`config.mk`:
```
export PLATFORM = sky130hd
export DESIGN_NAME = led_pwm_bank
export DESIGN_NICKNAME = d
export VERILOG_FILES = /design/src/rtl/led_pwm_pkg.sv /design/src/rtl/led_pwm_channel.sv /design/src/rtl/led_pwm_bank.sv
export SDC_FILE = /design/constraint.sdc
export NUM_CORES = 2
export LEC_CHECK = 0
export BUFFER_PORTS_ARGS = -buffer_cell sky130_fd_sc_hd__buf_2
export CORE_MARGIN = 5
export CORE_UTILIZATION = 60
export CTS_BUF_LIST = sky130_fd_sc_hd__clkbuf_4
export CTS_CLUSTER_DIAMETER = 100
export DETAILED_ROUTE_END_ITERATION = 7
export PLACE_DENSITY = 0.84
export SETUP_SLACK_MARGIN = 0.15
export SLEW_MARGIN = 15
export SYNTH_ARGS = -nofsm -noshare
export SYNTH_HDL_FRONTEND = slang
export SYNTH_SLANG_ARGS = --single-unit
export TNS_END_PERCENT = 20
```
`constraint.sdc`:
```
create_clock -name CLOCK50 -period 3 [get_ports CLOCK50]
set_input_delay 0.75 -clock CLOCK50 [delete_from_list [all_inputs] [get_ports CLOCK50]]
set_output_delay 0.75 -clock CLOCK50 [all_outputs]
set_load 0.01 [all_outputs]
```
`src/rtl/led_pwm_pkg.sv`:
```
// Shared types and default constants for the LED PWM bank.
package led_pwm_pkg;

    typedef enum logic [1:0] {
        MODE_OFF     = 2'd0,
        MODE_ON      = 2'd1,
        MODE_PWM     = 2'd2,
        MODE_BREATHE = 2'd3
    } led_mode_e;

    localparam int N_CH_DEF       = 8;
    localparam int CNT_W_DEF      = 16;
    localparam int PRE_W_DEF      = 8;
    localparam int PERIOD_DEF_VAL = 10000;

endpackage

```
`src/rtl/led_pwm_channel.sv`:
```
// One LED channel: staged/shadow config, breathe level tracking and the
// registered output comparator.
module led_pwm_channel
    import led_pwm_pkg::*;
#(
    parameter int CNT_W = CNT_W_DEF
) (
    input  logic             CLOCK50,
    input  logic             RESET_N,
    input  logic             wr_en,
    input  logic [CNT_W-1:0] wr_duty,
    input  logic [1:0]       wr_mode,
    input  logic             wrap_p0,
    input  logic [CNT_W-1:0] cnt_p0,
    output logic             led_p1
);

    localparam logic [CNT_W-1:0] ONE = CNT_W'(1);

    logic [CNT_W-1:0] duty_st;
    logic [CNT_W-1:0] duty_sh;
    led_mode_e        mode_st;
    led_mode_e        mode_sh;
    logic [CNT_W-1:0] level;
    logic [CNT_W-1:0] level_nxt;
    logic             dir_down;
    logic             dir_down_nxt;
    logic             led_nxt;

    // Breathe step evaluated against the config about to become active at wrap.
    always_comb begin
        level_nxt    = level;
        dir_down_nxt = dir_down;
        if (mode_st != MODE_BREATHE || mode_sh != MODE_BREATHE) begin
            level_nxt    = '0;
            dir_down_nxt = 1'b0;
        end else if (duty_st == '0) begin
            level_nxt    = '0;
            dir_down_nxt = 1'b0;
        end else if (duty_st < level) begin
            level_nxt    = duty_st;
            dir_down_nxt = 1'b1;
        end else if (!dir_down) begin
            if (level == duty_st) begin
                level_nxt    = level - ONE;
                dir_down_nxt = 1'b1;
            end else begin
                level_nxt = level + ONE;
            end
        end else begin
            if (level == '0) begin
                level_nxt    = level + ONE;
                dir_down_nxt = 1'b0;
            end else begin
                level_nxt = level - ONE;
            end
        end
    end

    always_comb begin
        led_nxt = 1'b0;
        case (mode_sh)
            MODE_ON:      led_nxt = 1'b1;
            MODE_PWM:     led_nxt = (cnt_p0 < duty_sh);
            MODE_BREATHE: led_nxt = (cnt_p0 < level);
            default:      led_nxt = 1'b0;
        endcase
    end

    // p0 -> p1: config capture, shadow load on wrap, registered LED drive
    always_ff @(posedge CLOCK50 or negedge RESET_N) begin
        if (!RESET_N) begin
            duty_st  <= '0;
            mode_st  <= MODE_OFF;
            duty_sh  <= '0;
            mode_sh  <= MODE_OFF;
            level    <= '0;
            dir_down <= 1'b0;
            led_p1   <= 1'b0;
        end else begin
            if (wr_en) begin
                duty_st <= wr_duty;
                mode_st <= led_mode_e'(wr_mode);
            end
            if (wrap_p0) begin
                duty_sh  <= duty_st;
                mode_sh  <= mode_st;
                level    <= level_nxt;
                dir_down <= dir_down_nxt;
            end
            led_p1 <= led_nxt;
        end
    end

endmodule

```
`src/rtl/led_pwm_bank.sv`:
```
// Bank of LED PWM channels sharing one prescaler and one period counter;
// channel config and the period become active only at a period wrap.
module led_pwm_bank
    import led_pwm_pkg::*;
#(
    parameter int N_CH       = N_CH_DEF,
    parameter int CNT_W      = CNT_W_DEF,
    parameter int PRE_W      = PRE_W_DEF,
    parameter int PERIOD_DEF = PERIOD_DEF_VAL,
    localparam int CH_W      = (N_CH > 1) ? $clog2(N_CH) : 1
) (
    input  logic             CLOCK50,
    input  logic             RESET_N,
    input  logic [PRE_W-1:0] prescale_in,
    input  logic [CNT_W-1:0] period_in,
    input  logic             cfg_we,
    input  logic [CH_W-1:0]  cfg_ch,
    input  logic [CNT_W-1:0] cfg_duty,
    input  logic [1:0]       cfg_mode,
    output logic [N_CH-1:0]  led_out,
    output logic             period_tick
);

    localparam logic [31:0] N_CH_U = N_CH;

    logic [PRE_W-1:0] pre_cnt;
    logic [CNT_W-1:0] cnt_p0;
    logic [CNT_W-1:0] period_sh;
    logic             ce_p0;
    logic             wrap_p0;
    logic [31:0]      ch_idx;
    logic             wr_ok;

    // >= keeps the prescaler from running away if prescale_in drops below it
    assign ce_p0   = (pre_cnt >= prescale_in);
    assign wrap_p0 = ce_p0 && (cnt_p0 == period_sh);
    assign ch_idx  = 32'(cfg_ch);
    assign wr_ok   = cfg_we && (ch_idx < N_CH_U);

    // p0: shared timebase
    always_ff @(posedge CLOCK50 or negedge RESET_N) begin
        if (!RESET_N) begin
            pre_cnt     <= '0;
            cnt_p0      <= '0;
            period_sh   <= CNT_W'(PERIOD_DEF);
            period_tick <= 1'b0;
        end else begin
            pre_cnt <= ce_p0 ? '0 : pre_cnt + 1'b1;
            if (ce_p0) begin
                cnt_p0 <= wrap_p0 ? '0 : cnt_p0 + 1'b1;
            end
            if (wrap_p0) begin
                period_sh <= period_in;
            end
            period_tick <= wrap_p0;
        end
    end

    for (genvar i = 0; i < N_CH; i++) begin : g_ch
        localparam logic [31:0] IDX = i;

        led_pwm_channel #(
            .CNT_W (CNT_W)
        ) u_ch (
            .CLOCK50 (CLOCK50),
            .RESET_N (RESET_N),
            .wr_en   (wr_ok && (ch_idx == IDX)),
            .wr_duty (cfg_duty),
            .wr_mode (cfg_mode),
            .wrap_p0 (wrap_p0),
            .cnt_p0  (cnt_p0),
            .led_p1  (led_out[i])
        );
    end

endmodule

```
==> summary by stage <==
Critical path
The cell type of the slowest stage on the worst timing path is dfrtp_1. The element type at the critical path end is a flop. The critical path starts at g_ch[7].u_ch.level[11]. The required time of the worst setup path is 3.90 ns. The cell that appears most often on the critical path is buf_4. In this run the critical register-to-register path is launched from g_ch[7].u_ch.level[11]. The signal on the critical path passes through inv_1, ha_1, nand4_1, buf_4, a2111oi_1, buf_4, or3_1, buf_4, nand2_1, o21ai_0, o2bb2ai_1.

The maximum net fanout on the critical path is 6. On the worst path, the slowest cell contributes a delay of 0.42 ns. The critical path is of the reg2reg type. The worst endpoint data arrival time is 3.72 ns.

STA classifies the critical path startpoint as a flop.

CTS
The root buffer cell chosen for the clock tree is clkbuf_4. At the later pin of the worst-skew pair, clock insertion delay measures 1.02 ns. The number of clock buffers added by TritonCTS is 133. Clock-pin slew was measured on the worst setup and hold paths at 0.06 ns. The maximum root-to-sink buffer count is 3. The clock tree from TritonCTS is done. The number of H-tree levels is 4. The number of sinks on the clock net is 473.

Yosys
Of the total synthesized cell area, the portion taken by AND, OR, NAND and NOR gates is 16.8%. The number of distinct library cells after synthesis is 81. In the post-synthesis netlist, the biggest area contributors are dfrtp_1 (36%), ha_1 (16%), mux2_2 (4.8%). The most numerous cell in the Yosys netlist is dfrtp_1.

The fraction of registers with async set/reset is 100%. The average instance area after synthesis is 9.11 µm². Synthesis inferred 473 register bits. The synthesized netlist devotes 17.8% of its cell area to compound gates.

The number of enable-type register cells in the synthesized netlist is 0. After technology mapping, the gate count stands at 3,527. After synthesis, the share of cell area in mux cells is 6.63%. The sequential-to-total area share from yosys stat is 36.8%.

The share of Yosys cell area claimed by the top area cell type is 36.4%. The net count of the mapped netlist is 3,977. The cell area after synthesis is 32,100 µm².

The top cell type by total area after synthesis is dfrtp_1. The yosys synthesis warning count is 0. The synthesized netlist devotes 15.6% of its cell area to adder and majority cells.

By area, the combinational part of the netlist is dominated by compound AO/OA/AOI/OAI gates. Of the total synthesized cell area, the portion taken by XOR and XNOR cells is 1.17%. Sorting the synthesized cells by how often they occur yields dfrtp_1 (468), ha_1 (402), nand2_1 (381). The most used flip-flop cell after synthesis is dfrtp_1.

Placed design
The count of input and output buffers is 56. The final weighted congestion in routability-driven placement is 0.986. The wire-length estimate of the detail-placed layout is 71.6 mm.

In this run the cell area measured after placement is 35,200 µm².

STA
The final sum of negative setup slack is 0 ns. For the pin with the worst max-slew slack, the measured transition is 1.09 ns. For this run, the top clock speed supported by timing is 354 MHz.

Across the routed clock network, the largest skew measured is 0.0740 ns. The final number of hold-violating endpoints is 0. Setup repair after global routing could not meet its margin everywhere. Setup violations remaining at the end of the flow were counted as 0. The ratio of final minimum period to clock period is 94.0%. In this run the tightest slew margin relative to its limit is 27.1%.

The max-slew violation count was 0. The final critical delay including setup and external delays is 2.82 ns.

Route
The via total after detailed routing is 30,749. In the final routed layout, each cell accounts on average for 22.1 µm. The first-pass detailed-route iteration total is 8. The total length of routed wires is 103 mm. Dividing the detail-routed via count by the number of cells gives 6.57. The number of DRC violations after detailed routing is 0. The detailed router finished its first iteration with 3,386 violations. The detail route stage leaves a number of antenna-violating nets equal to 0.

Run status
The run finished with clean final reports.

Finish
Compared with the post-synthesis result, the final layout area differs by 16.3%. The number of fill cells is 3,712. After the last flow step, the layout net total stands at 4,326. The register area is 11,900 µm². Of the cells placed in the final design, the portion with a size suffix greater than 1 is 18.5%. The multi-input combinational cell area is 18,900 µm². The finished cells cover 37,400 µm².

Die
The area enclosed by the die boundary is 58,300 µm². The initial utilization of the core area, before any placement, comes to 60.8%. After floorplanning, the core was sized to cover 52,900 µm². In this run the horizontal extent of the chip is 241 µm.

The number of top-level design ports is 57. Measured along the y axis, the die boundary spans 241 µm. The number of rows in the core area is 84.

Power and ir drop
The worst-case IR drop observed on VDD is 0.564 mV. The areal power density over the cells is 728 nW/µm². The analysis attributes to cell leakage a power of 0.0191 µW.

Global route
Global routing finished with a remaining overflow of 0. Global routing used 35.3% of the available tracks across all layers. The number of global-route vias before repair came to 30,107. The number of antenna violations at the first check in global routing came to 9. Entering global routing, the biggest net connects 73 pins. The global-route wire length before repair is 163 mm.

Run
The number of maximum-capacitance constraint violations is 0.

Worst hold path
The class of the worst hold path is in2async.
routing by layer:
metal  vias up  GRT usage, %  wire length, µm
li1      13807             -                -
met1     14608          45.8            39400
met2      1873          53.7            45300
met3       461          9.51            11900
met4         0          20.4             6680
met5         -             0                0
where the power goes:
group	internal, µW	leakage, µW	switching (µW)
clock	3500	0.00105	2980
sequential	8050	0.00522	1580
combinational	4530	0.0128	6580
layout by cell type (no fill, tap or decap), drive strengths merged, types with 11 or more instances in the layout:
master | netlist | routed
nor2b | 19 | 19
dlygate4sd3 | 0 | 17
nand2b | 22 | 22
and3 | 19 | 19
nand4 | 113 | 113
nor3 | 98 | 99
and4 | 17 | 17
a21o | 87 | 87
a31oi | 37 | 37
ha | 402 | 402
or4 | 15 | 15
clkbuf | 115 | 194
mux2i | 40 | 40
o31a | 39 | 39
o21a | 11 | 11
o21ai | 215 | 215
nand3 | 81 | 81
o211ai | 17 | 17
a211oi | 28 | 28
inv | 290 | 291
nand2 | 381 | 381
a22oi | 20 | 20
dfrtp | 468 | 468
or3 | 16 | 16
o31ai | 14 | 14
and2 | 25 | 25
a21oi | 239 | 239
clkinv | 0 | 32
diode | 0 | 13
nor4 | 87 | 87
nor2 | 152 | 152
nor3b | 11 | 11
xor2 | 35 | 35
o2bb2ai | 18 | 18
mux2 | 152 | 152
buf | 23 | 334
o22ai | 102 | 102
area by class of cell:
cell class,count,share of cell area (%)
tap,688,2.30
inverter,290,2.95
sequential,473,31.7
timing repair buffer,351,7.65
antenna,13,0.0871
multi-input combinational,2627,50.5
clock buffer,194,3.90
clock inverter,41,0.944
worst max-delay path: cells and delay by family (launching register included):
family,cells,cell delay [ns]
compound gates,3,0.84
fa+ha+maj,1,0.33
buf+inv,4,0.66
flops,1,0.42
simple gates,3,0.48
sequential cells by signal, indices dropped and copies added, names as in the netlist:
register,count
g_ch.u_ch.duty_sh,128
cnt_p0,16
g_ch.u_ch.dir_down,8
g_ch.u_ch.mode_sh,16
g_ch.u_ch.level,128
period_tick,1
pre_cnt,8
g_ch.u_ch.duty_st,128
g_ch.u_ch.led_p1,8
g_ch.u_ch.mode_st,16
period_sh,16
worst paths after layout:
check / slack [ns] / depth (start not counted) / end
worst max-delay path: 0.18 / 11 / g_ch[7].u_ch.level[6]
worst min-delay path: 0.27 / 2 / g_ch[5].u_ch.level[2]
worst max register to register: 0.18 / 11 / g_ch[7].u_ch.level[6]
worst min register to register: 0.48 / 2 / g_ch[7].u_ch.mode_sh[0]
max in group asynchronous: 1.86 / 3 / g_ch[2].u_ch.level[10]
min in group CLOCK50: 0.27 / 2 / g_ch[0].u_ch.mode_st[1]
cell families after synthesis:
| logic type | Yosys count |
|---|---|
| adders and majority gates | 402 |
| and+or+nand+nor | 1084 |
| xor gates and xnor gates | 43 |
| AOI/OAI and AO/OA | 905 |
| buffers and inverters | 428 |
| DFF | 473 |
| muxes | 192 |
timing repair:
item                       in CTS  in global routing
pin swaps                       1                  7
hold endpoints to repair       63                  0
setup endpoints to repair      38                119
setup buffers                   1                  2
cloned                          0                  1
hold buffers                   17                  0
gates resized for setup         1                 26
per-stage QoR:
| step | hold slack, ns | util [%] | setup slack [ns] | std cells | total power, µW |
|---|---|---|---|---|---|
| after CTS | 0.190 | 70.4 | 0.0942 | 4661 | 26800 |
| after global placement | 0.458 | 66.6 | 0.149 | 4408 | 19600 |
| after global routing | 0.225 | 70.7 | 0.0408 | 4671 | 28900 |
| after floorplan | 0.446 | - | 0.155 | 3527 | 16200 |
| after detailed placement | 0.462 | 66.6 | 0.0802 | 4408 | 20200 |
| final | 0.272 | 70.7 | 0.179 | 4677 | 27200 |
(Power assumes the default switching activity.)
